File: config.mk
export PLATFORM = sky130hd
export DESIGN_NAME = clause_literal_issuer
export DESIGN_NICKNAME = d
export VERILOG_FILES = /design/src/rtl/sat_pkg.sv /design/src/rtl/clause_lit_mux.sv /design/src/rtl/clause_literal_issuer.sv
export SDC_FILE = /design/constraint.sdc
export NUM_CORES = 1
export LEC_CHECK = 0
export BUFFER_PORTS_ARGS = -buffer_cell sky130_fd_sc_hd__buf_2
export CORE_UTILIZATION = 55
export CTS_BUF_LIST = sky130_fd_sc_hd__clkbuf_16
export DETAILED_ROUTE_END_ITERATION = 16
export MAX_ROUTING_LAYER = met4
export PLACE_DENSITY_LB_ADDON = 0.08
export SETUP_SLACK_MARGIN = 0.4
export SLEW_MARGIN = 10
export SYNTH_ARGS = -nofsm -noshare
export SYNTH_HDL_FRONTEND = slang
export SYNTH_SLANG_ARGS = --single-unit
File: constraint.sdc
create_clock -name clk -period 2.7 [get_ports clk]
set_input_delay 0.135 -clock clk [delete_from_list [all_inputs] [get_ports clk]]
set_output_delay 0.135 -clock clk [all_outputs]
set_load 0.005 [all_outputs]
File: src/rtl/sat_pkg.sv
// Shared SAT datapath package: literal geometry, null-variable encoding and
// the issuer FSM state type. Also imported by the FIFO tree and break-value stage.
package sat_pkg;

  localparam int LIT_WIDTH       = 12;
  localparam int LITS_PER_CLAUSE = 3;
  localparam int CLAUSE_WIDTH    = LIT_WIDTH * LITS_PER_CLAUSE;

  // Literal layout: sign in the MSB (1 = negated), variable index below it.
  localparam int SIGN_BIT = LIT_WIDTH - 1;
  localparam int VAR_W    = LIT_WIDTH - 1;

  // Variable index 0 marks a padding slot that is never issued.
  localparam logic [VAR_W-1:0] NULL_VAR = '0;

  typedef enum logic [2:0] {
    S_IDLE,
    S_REQ,
    S_WAIT,
    S_ISSUE,
    S_FINISH
  } issuer_state_e;

endpackage

File: src/rtl/clause_lit_mux.sv
// Combinational slot selector for one clause: returns the literal at the
// pointer, the next non-null slot above it, and whether none remains.
// A pointer value of LITS_PER_CLAUSE means "no slot".
module clause_lit_mux #(
  parameter int LIT_WIDTH       = 12,
  parameter int LITS_PER_CLAUSE = 3,
  parameter int CLAUSE_WIDTH    = LIT_WIDTH * LITS_PER_CLAUSE,
  parameter int PTR_W           = $clog2(LITS_PER_CLAUSE + 1)
) (
  input  logic [CLAUSE_WIDTH-1:0] clause_i,
  input  logic [PTR_W-1:0]        ptr_i,
  output logic [LIT_WIDTH-1:0]    lit_o,
  output logic [PTR_W-1:0]        nxt_o,
  output logic                    last_o
);
  import sat_pkg::*;

  // Scan high to low so the lowest qualifying slot wins.
  always_comb begin
    lit_o = '0;
    nxt_o = PTR_W'(LITS_PER_CLAUSE);
    for (int k = LITS_PER_CLAUSE - 1; k >= 0; k--) begin
      if (PTR_W'(k) == ptr_i) begin
        lit_o = clause_i[k*LIT_WIDTH +: LIT_WIDTH];
      end
      if ((PTR_W'(k) > ptr_i) &&
          (clause_i[k*LIT_WIDTH +: LIT_WIDTH-1] != (LIT_WIDTH-1)'(NULL_VAR))) begin
        nxt_o = PTR_W'(k);
      end
    end
    last_o = (nxt_o == PTR_W'(LITS_PER_CLAUSE));
  end

endmodule

File: src/rtl/clause_literal_issuer.sv
// Drains the unsatisfied-clause FIFO tree on start, splits each clause into
// literals and streams the non-null ones on a valid/ready interface.
// Optional statistics counters: define CLAUSE_ISSUER_STATS_EN.
module clause_literal_issuer #(
  parameter int CLAUSE_WIDTH    = 36,
  parameter int LITS_PER_CLAUSE = 3,
  parameter int LIT_WIDTH       = 12,
  parameter int CNT_WIDTH       = 16
) (
  input  logic                    clk,
  input  logic                    reset,
  input  logic                    start_i,
  input  logic                    fifo_empty_i,
  input  logic                    fifo_of_i,
  input  logic [CLAUSE_WIDTH-1:0] fifo_clause_i,
  output logic                    fifo_rden_o,
  output logic                    fifo_cof_o,
  output logic [LIT_WIDTH-1:0]    lit_o,
  output logic                    lit_valid_o,
  input  logic                    lit_ready_i,
  output logic                    lit_last_o,
  output logic                    busy_o,
  output logic                    done_o,
  output logic                    of_seen_o
`ifdef CLAUSE_ISSUER_STATS_EN
  ,
  output logic [CNT_WIDTH-1:0]    clauses_popped_o,
  output logic [CNT_WIDTH-1:0]    lits_issued_o
`endif
);
  import sat_pkg::*;

  localparam int PTR_W = $clog2(LITS_PER_CLAUSE + 1);
  localparam logic [PTR_W-1:0] PTR_NONE = PTR_W'(LITS_PER_CLAUSE);

  if ((CLAUSE_WIDTH != LITS_PER_CLAUSE * LIT_WIDTH) || (CNT_WIDTH < 1)) begin : g_bad_cfg
    $error("clause_literal_issuer: inconsistent width parameters");
  end

  issuer_state_e             state_q, state_d;
  logic [CLAUSE_WIDTH-1:0]   clause_q, clause_d;
  logic [PTR_W-1:0]          ptr_q, ptr_d;
  logic                      of_seen_q, of_seen_d;
  logic [PTR_W-1:0]          first_ptr;
  logic [LIT_WIDTH-1:0]      mux_lit;
  logic [PTR_W-1:0]          mux_nxt;
  logic                      mux_last;
  logic                      lit_valid;

  clause_lit_mux #(
    .LIT_WIDTH      (LIT_WIDTH),
    .LITS_PER_CLAUSE(LITS_PER_CLAUSE),
    .CLAUSE_WIDTH   (CLAUSE_WIDTH),
    .PTR_W          (PTR_W)
  ) u_mux (
    .clause_i(clause_q),
    .ptr_i   (ptr_q),
    .lit_o   (mux_lit),
    .nxt_o   (mux_nxt),
    .last_o  (mux_last)
  );

  // Lowest non-null slot of the clause arriving from the tree.
  always_comb begin
    first_ptr = PTR_NONE;
    for (int k = LITS_PER_CLAUSE - 1; k >= 0; k--) begin
      if (fifo_clause_i[k*LIT_WIDTH +: LIT_WIDTH-1] != (LIT_WIDTH-1)'(NULL_VAR)) begin
        first_ptr = PTR_W'(k);
      end
    end
  end

  // State, clause, pointer and sticky overflow registers.
  always_ff @(posedge clk) begin
    if (!reset) begin
      state_q   <= S_IDLE;
      clause_q  <= '0;
      ptr_q     <= '0;
      of_seen_q <= 1'b0;
    end else begin
      state_q   <= state_d;
      clause_q  <= clause_d;
      ptr_q     <= ptr_d;
      of_seen_q <= of_seen_d;
    end
  end

  // Next-state and output decode.
  always_comb begin
    state_d     = state_q;
    clause_d    = clause_q;
    ptr_d       = ptr_q;
    of_seen_d   = of_seen_q;
    fifo_rden_o = 1'b0;
    fifo_cof_o  = 1'b0;
    done_o      = 1'b0;
    lit_valid   = 1'b0;

    if ((state_q != S_IDLE) && fifo_of_i) begin
      of_seen_d = 1'b1;
    end

    case (state_q)
      S_IDLE: begin
        if (start_i) begin
          of_seen_d = 1'b0;
          state_d   = S_REQ;
        end
      end
      S_REQ: begin
        if (!fifo_empty_i) begin
          fifo_rden_o = 1'b1;
          state_d     = S_WAIT;
        end else begin
          state_d = S_FINISH;
        end
      end
      S_WAIT: begin
        clause_d = fifo_clause_i;
        ptr_d    = first_ptr;
        state_d  = S_ISSUE;
      end
      S_ISSUE: begin
        if (ptr_q == PTR_NONE) begin
          state_d = S_REQ;
        end else begin
          lit_valid = 1'b1;
          if (lit_ready_i) begin
            if (mux_last) begin
              state_d = S_REQ;
            end else begin
              ptr_d = mux_nxt;
            end
          end
        end
      end
      S_FINISH: begin
        done_o     = 1'b1;
        fifo_cof_o = of_seen_q | fifo_of_i;
        state_d    = S_IDLE;
      end
      default: begin
        state_d = S_IDLE;
      end
    endcase
  end

  assign busy_o      = (state_q != S_IDLE);
  assign lit_valid_o = lit_valid;
  assign lit_o       = lit_valid ? mux_lit : '0;
  assign lit_last_o  = lit_valid & mux_last;
  assign of_seen_o   = of_seen_q;

`ifdef CLAUSE_ISSUER_STATS_EN
  logic [CNT_WIDTH-1:0] popped_q, popped_d;
  logic [CNT_WIDTH-1:0] issued_q, issued_d;

  // Saturating counters, restarted by every accepted start.
  always_comb begin
    popped_d = popped_q;
    issued_d = issued_q;
    if ((state_q == S_IDLE) && start_i) begin
      popped_d = '0;
      issued_d = '0;
    end else begin
      if (fifo_rden_o && (popped_q != '1)) popped_d = popped_q + 1'b1;
      if (lit_valid && lit_ready_i && (issued_q != '1)) issued_d = issued_q + 1'b1;
    end
  end

  // Counter registers.
  always_ff @(posedge clk) begin
    if (!reset) begin
      popped_q <= '0;
      issued_q <= '0;
    end else begin
      popped_q <= popped_d;
      issued_q <= issued_d;
    end
  end

  assign clauses_popped_o = popped_q;
  assign lits_issued_o    = issued_q;
`endif

endmodule

==> flow_summary.json <==
{
  "outcome": "finished, final reports clean",
  "area_growth_pct": 23.1,
  "rsz0062_at_grt": "false",
  "pin_count": 61,
  "ir_worst_vdd_uv": 445,
  "dp_cells": 366,
  "clock-sinks": 42,
  "ys_types": 29,
  "critical_path_class": "flip-flop to primary output",
  "min_path_type": "primary input to flip-flop",
  "power_density_mw_per_mm2": 603,
  "antenna_left": 0,
  "ctsHoldBuffers": 0,
  "drc_errors": 0,
  "slew_viol_final": 0,
  "syn_nets": 315,
  "ctsResizeCount": 0,
  "layout_min_cycle_time_ps": 2100,
  "worstPathCellList": "nor2b_1 -> a21oi_1 -> nor2_1 -> buf_2",
  "die-area_mm2": 0.00390,
  "grt_overflow": 0,
  "grt_max_degree": 25,
  "antenna_found_initial": 0,
  "instances_no_fill": 374,
  "clk_latency_ps": 280,
  "die_x_um": 62.4,
  "cts_tree": "yes",
  "place_area_mm2": 0.00231,
  "fin_nets": 369,
  "fmax_mhz": 477,
  "clockRootBuffer": "clkbuf_16",
  "synthDominantCellAreaShare_pct": 41.9,
  "final_layout_size_suffix_gt1_share_pct": 22.3,
  "wl_per_cell_um": 13.5,
  "avgSynthCellArea_um2": 7.36,
  "slowest_stage": "dfxtp_1",
  "num_vias": 2056,
  "crit_path_max_incr_delay_ps": 920,
  "period_share_pct": 77.7,
  "first_pass_iters": 4,
  "worst_pin_slew_ps": 907,
  "final_cell_mix": "80 x nand2_1, 60 x buf_2, 50 x a21oi_1",
  "h-tree-depth": 2,
  "grt_busiest_layer": "met2",
  "clockBufferDepth": 2,
  "dp_hpwl_mm": 3.73,
  "layout_commonest_cell": "nand2_1",
  "core_area_mm2": 0.00342,
  "final_util_pct": 72.4,
  "postRouteWirelength_mm": 5.06,
  "drt_first_iter_violations": 145,
  "path_clk_slew_ps": 60,
  "io_buffers": 60,
  "gr-usage-met2_pct": 45.0,
  "post-place-ws_ps": 899,
  "syn_area_mm2": 0.00201,
  "gp_congestion": 0.862,
  "cts_inserted_buffers": 5,
  "synthCells": 273,
  "finalPower_mw": 1.49,
  "ys_seq_area_share_pct": 41.9,
  "avgViaCountPerCell": 5.50,
  "die_h_um": 62.4,
  "fin_area_mm2": 0.00247,
  "setup_viol": 0,
  "num_antenna_cells": 0,
  "grt_pass1_wl_mm": 8.46,
  "slew_headroom_pct": 39.4,
  "clock_skew_ps": 3.37,
  "grt_pass1_vias": 1905,
  "leakage_nw": 0.954,
  "grt_util_met1_pct": 36.2,
  "initial_utilization_pct": 58.8,
  "cp.arrival_ps": 1960,
  "tns_ps": 0,
  "worstPathRequired_ps": 2570,
  "critPathMaxFanout": 21,
  "hold_viol": 0,
  "ys_ff_latch": 42,
  "hold_slack_ps": 86.6,
  "endpoint_kind": "primary output",
  "post_cts_buffers": 0,
  "met3_usage_pct": 6.02,
  "fp-row-count": 21,
  "synth_area_leaders": "dfxtp_1 42%, nand2_1 15%, a21oi_1 12%",
  "ys_warn_count": 0,
  "cap_violations": 0,
  "start_kind": "flip-flop",
  "postLayoutSetupSlackWorst_ps": 602,
  "track_usage_pct": 28.6,
  "post-synth-top-area-cell": "dfxtp_1"
}
## synth_stat cells, drive strengths merged
| library cell | instances |
|---|---|
| a211oi | 1 |
| a21oi | 50 |
| and3 | 1 |
| a311oi | 1 |
| nor3 | 6 |
| o21ai | 3 |
| and2b | 1 |
| nand3b | 1 |
| nor2 | 23 |
| and2 | 2 |
| nand2b | 1 |
| buf | 5 |
| nor2b | 2 |
| nand4 | 1 |
| nor3b | 1 |
| or3 | 1 |
| nor4 | 12 |
| o22a | 4 |
| a2111o | 1 |
| a31oi | 2 |
| dfxtp | 42 |
| o21a | 1 |
| clkbuf | 12 |
| inv | 4 |
| nand2 | 81 |
| mux2i | 14 |
## worst max-delay path: cells and delay by family (launching register included)
family,cells,cell delay [ps]
DFF,1,920
and+or+nand+nor,2,370
AOI/OAI and AO/OA,1,260
buffers and inverters,1,130
## kinds of logic after synthesis
| group | after synthesis | synth area share, % |
|---|---|---|
| compound gates | 63 | 17.3 |
| buf+inv | 21 | 5.23 |
| simple gates | 133 | 28.6 |
| flops | 42 | 41.9 |
| mux | 14 | 6.98 |
## power breakdown
group / total, mW / internal, mW / switching [mW] / leakage [nW]
Combinational: 0.156 / 0.0666 / 0.0890 / 0.532
Sequential: 0.664 / 0.643 / 0.0210 / 0.340
Clock: 0.671 / 0.432 / 0.239 / 0.0812
## area by class of cell
type	count	area, um2
clock buffers	5	125
flip-flops and latches	42	841
repair buffers	64	330
inverters	4	15.0
well taps	46	57.6
fillers	309	943
clock inverters	3	41.3
multi-input cells	210	1060
## sequential cells by signal (all words and copies together), names as in the netlist
| signal | count |
|---|---|
| clause_q | 36 |
| of_seen_o | 1 |
| state_q | 3 |
| ptr_q | 2 |
## per-layer routing
metal / up-vias / wire [um]
met3: 8 / 280
met4: 0 / 68
met1: 948 / 2360
met5: - / 0
li1: 1037 / -
met2: 63 / 2360
## worst paths after layout
check / cells after the start / startpoint / slack [ps] / endpoint
worst max-delay path: 4 / ptr_q[0] / 600 / lit_o[0]
worst min-delay path: 3 / fifo_clause_i[11] / 90 / clause_q[11]
worst max register to register: 4 / ptr_q[0] / 880 / ptr_q[0]
worst min register to register: 2 / clause_q[0] / 460 / clause_q[0]
No activity file was read; power rests on OpenSTA's default activity.
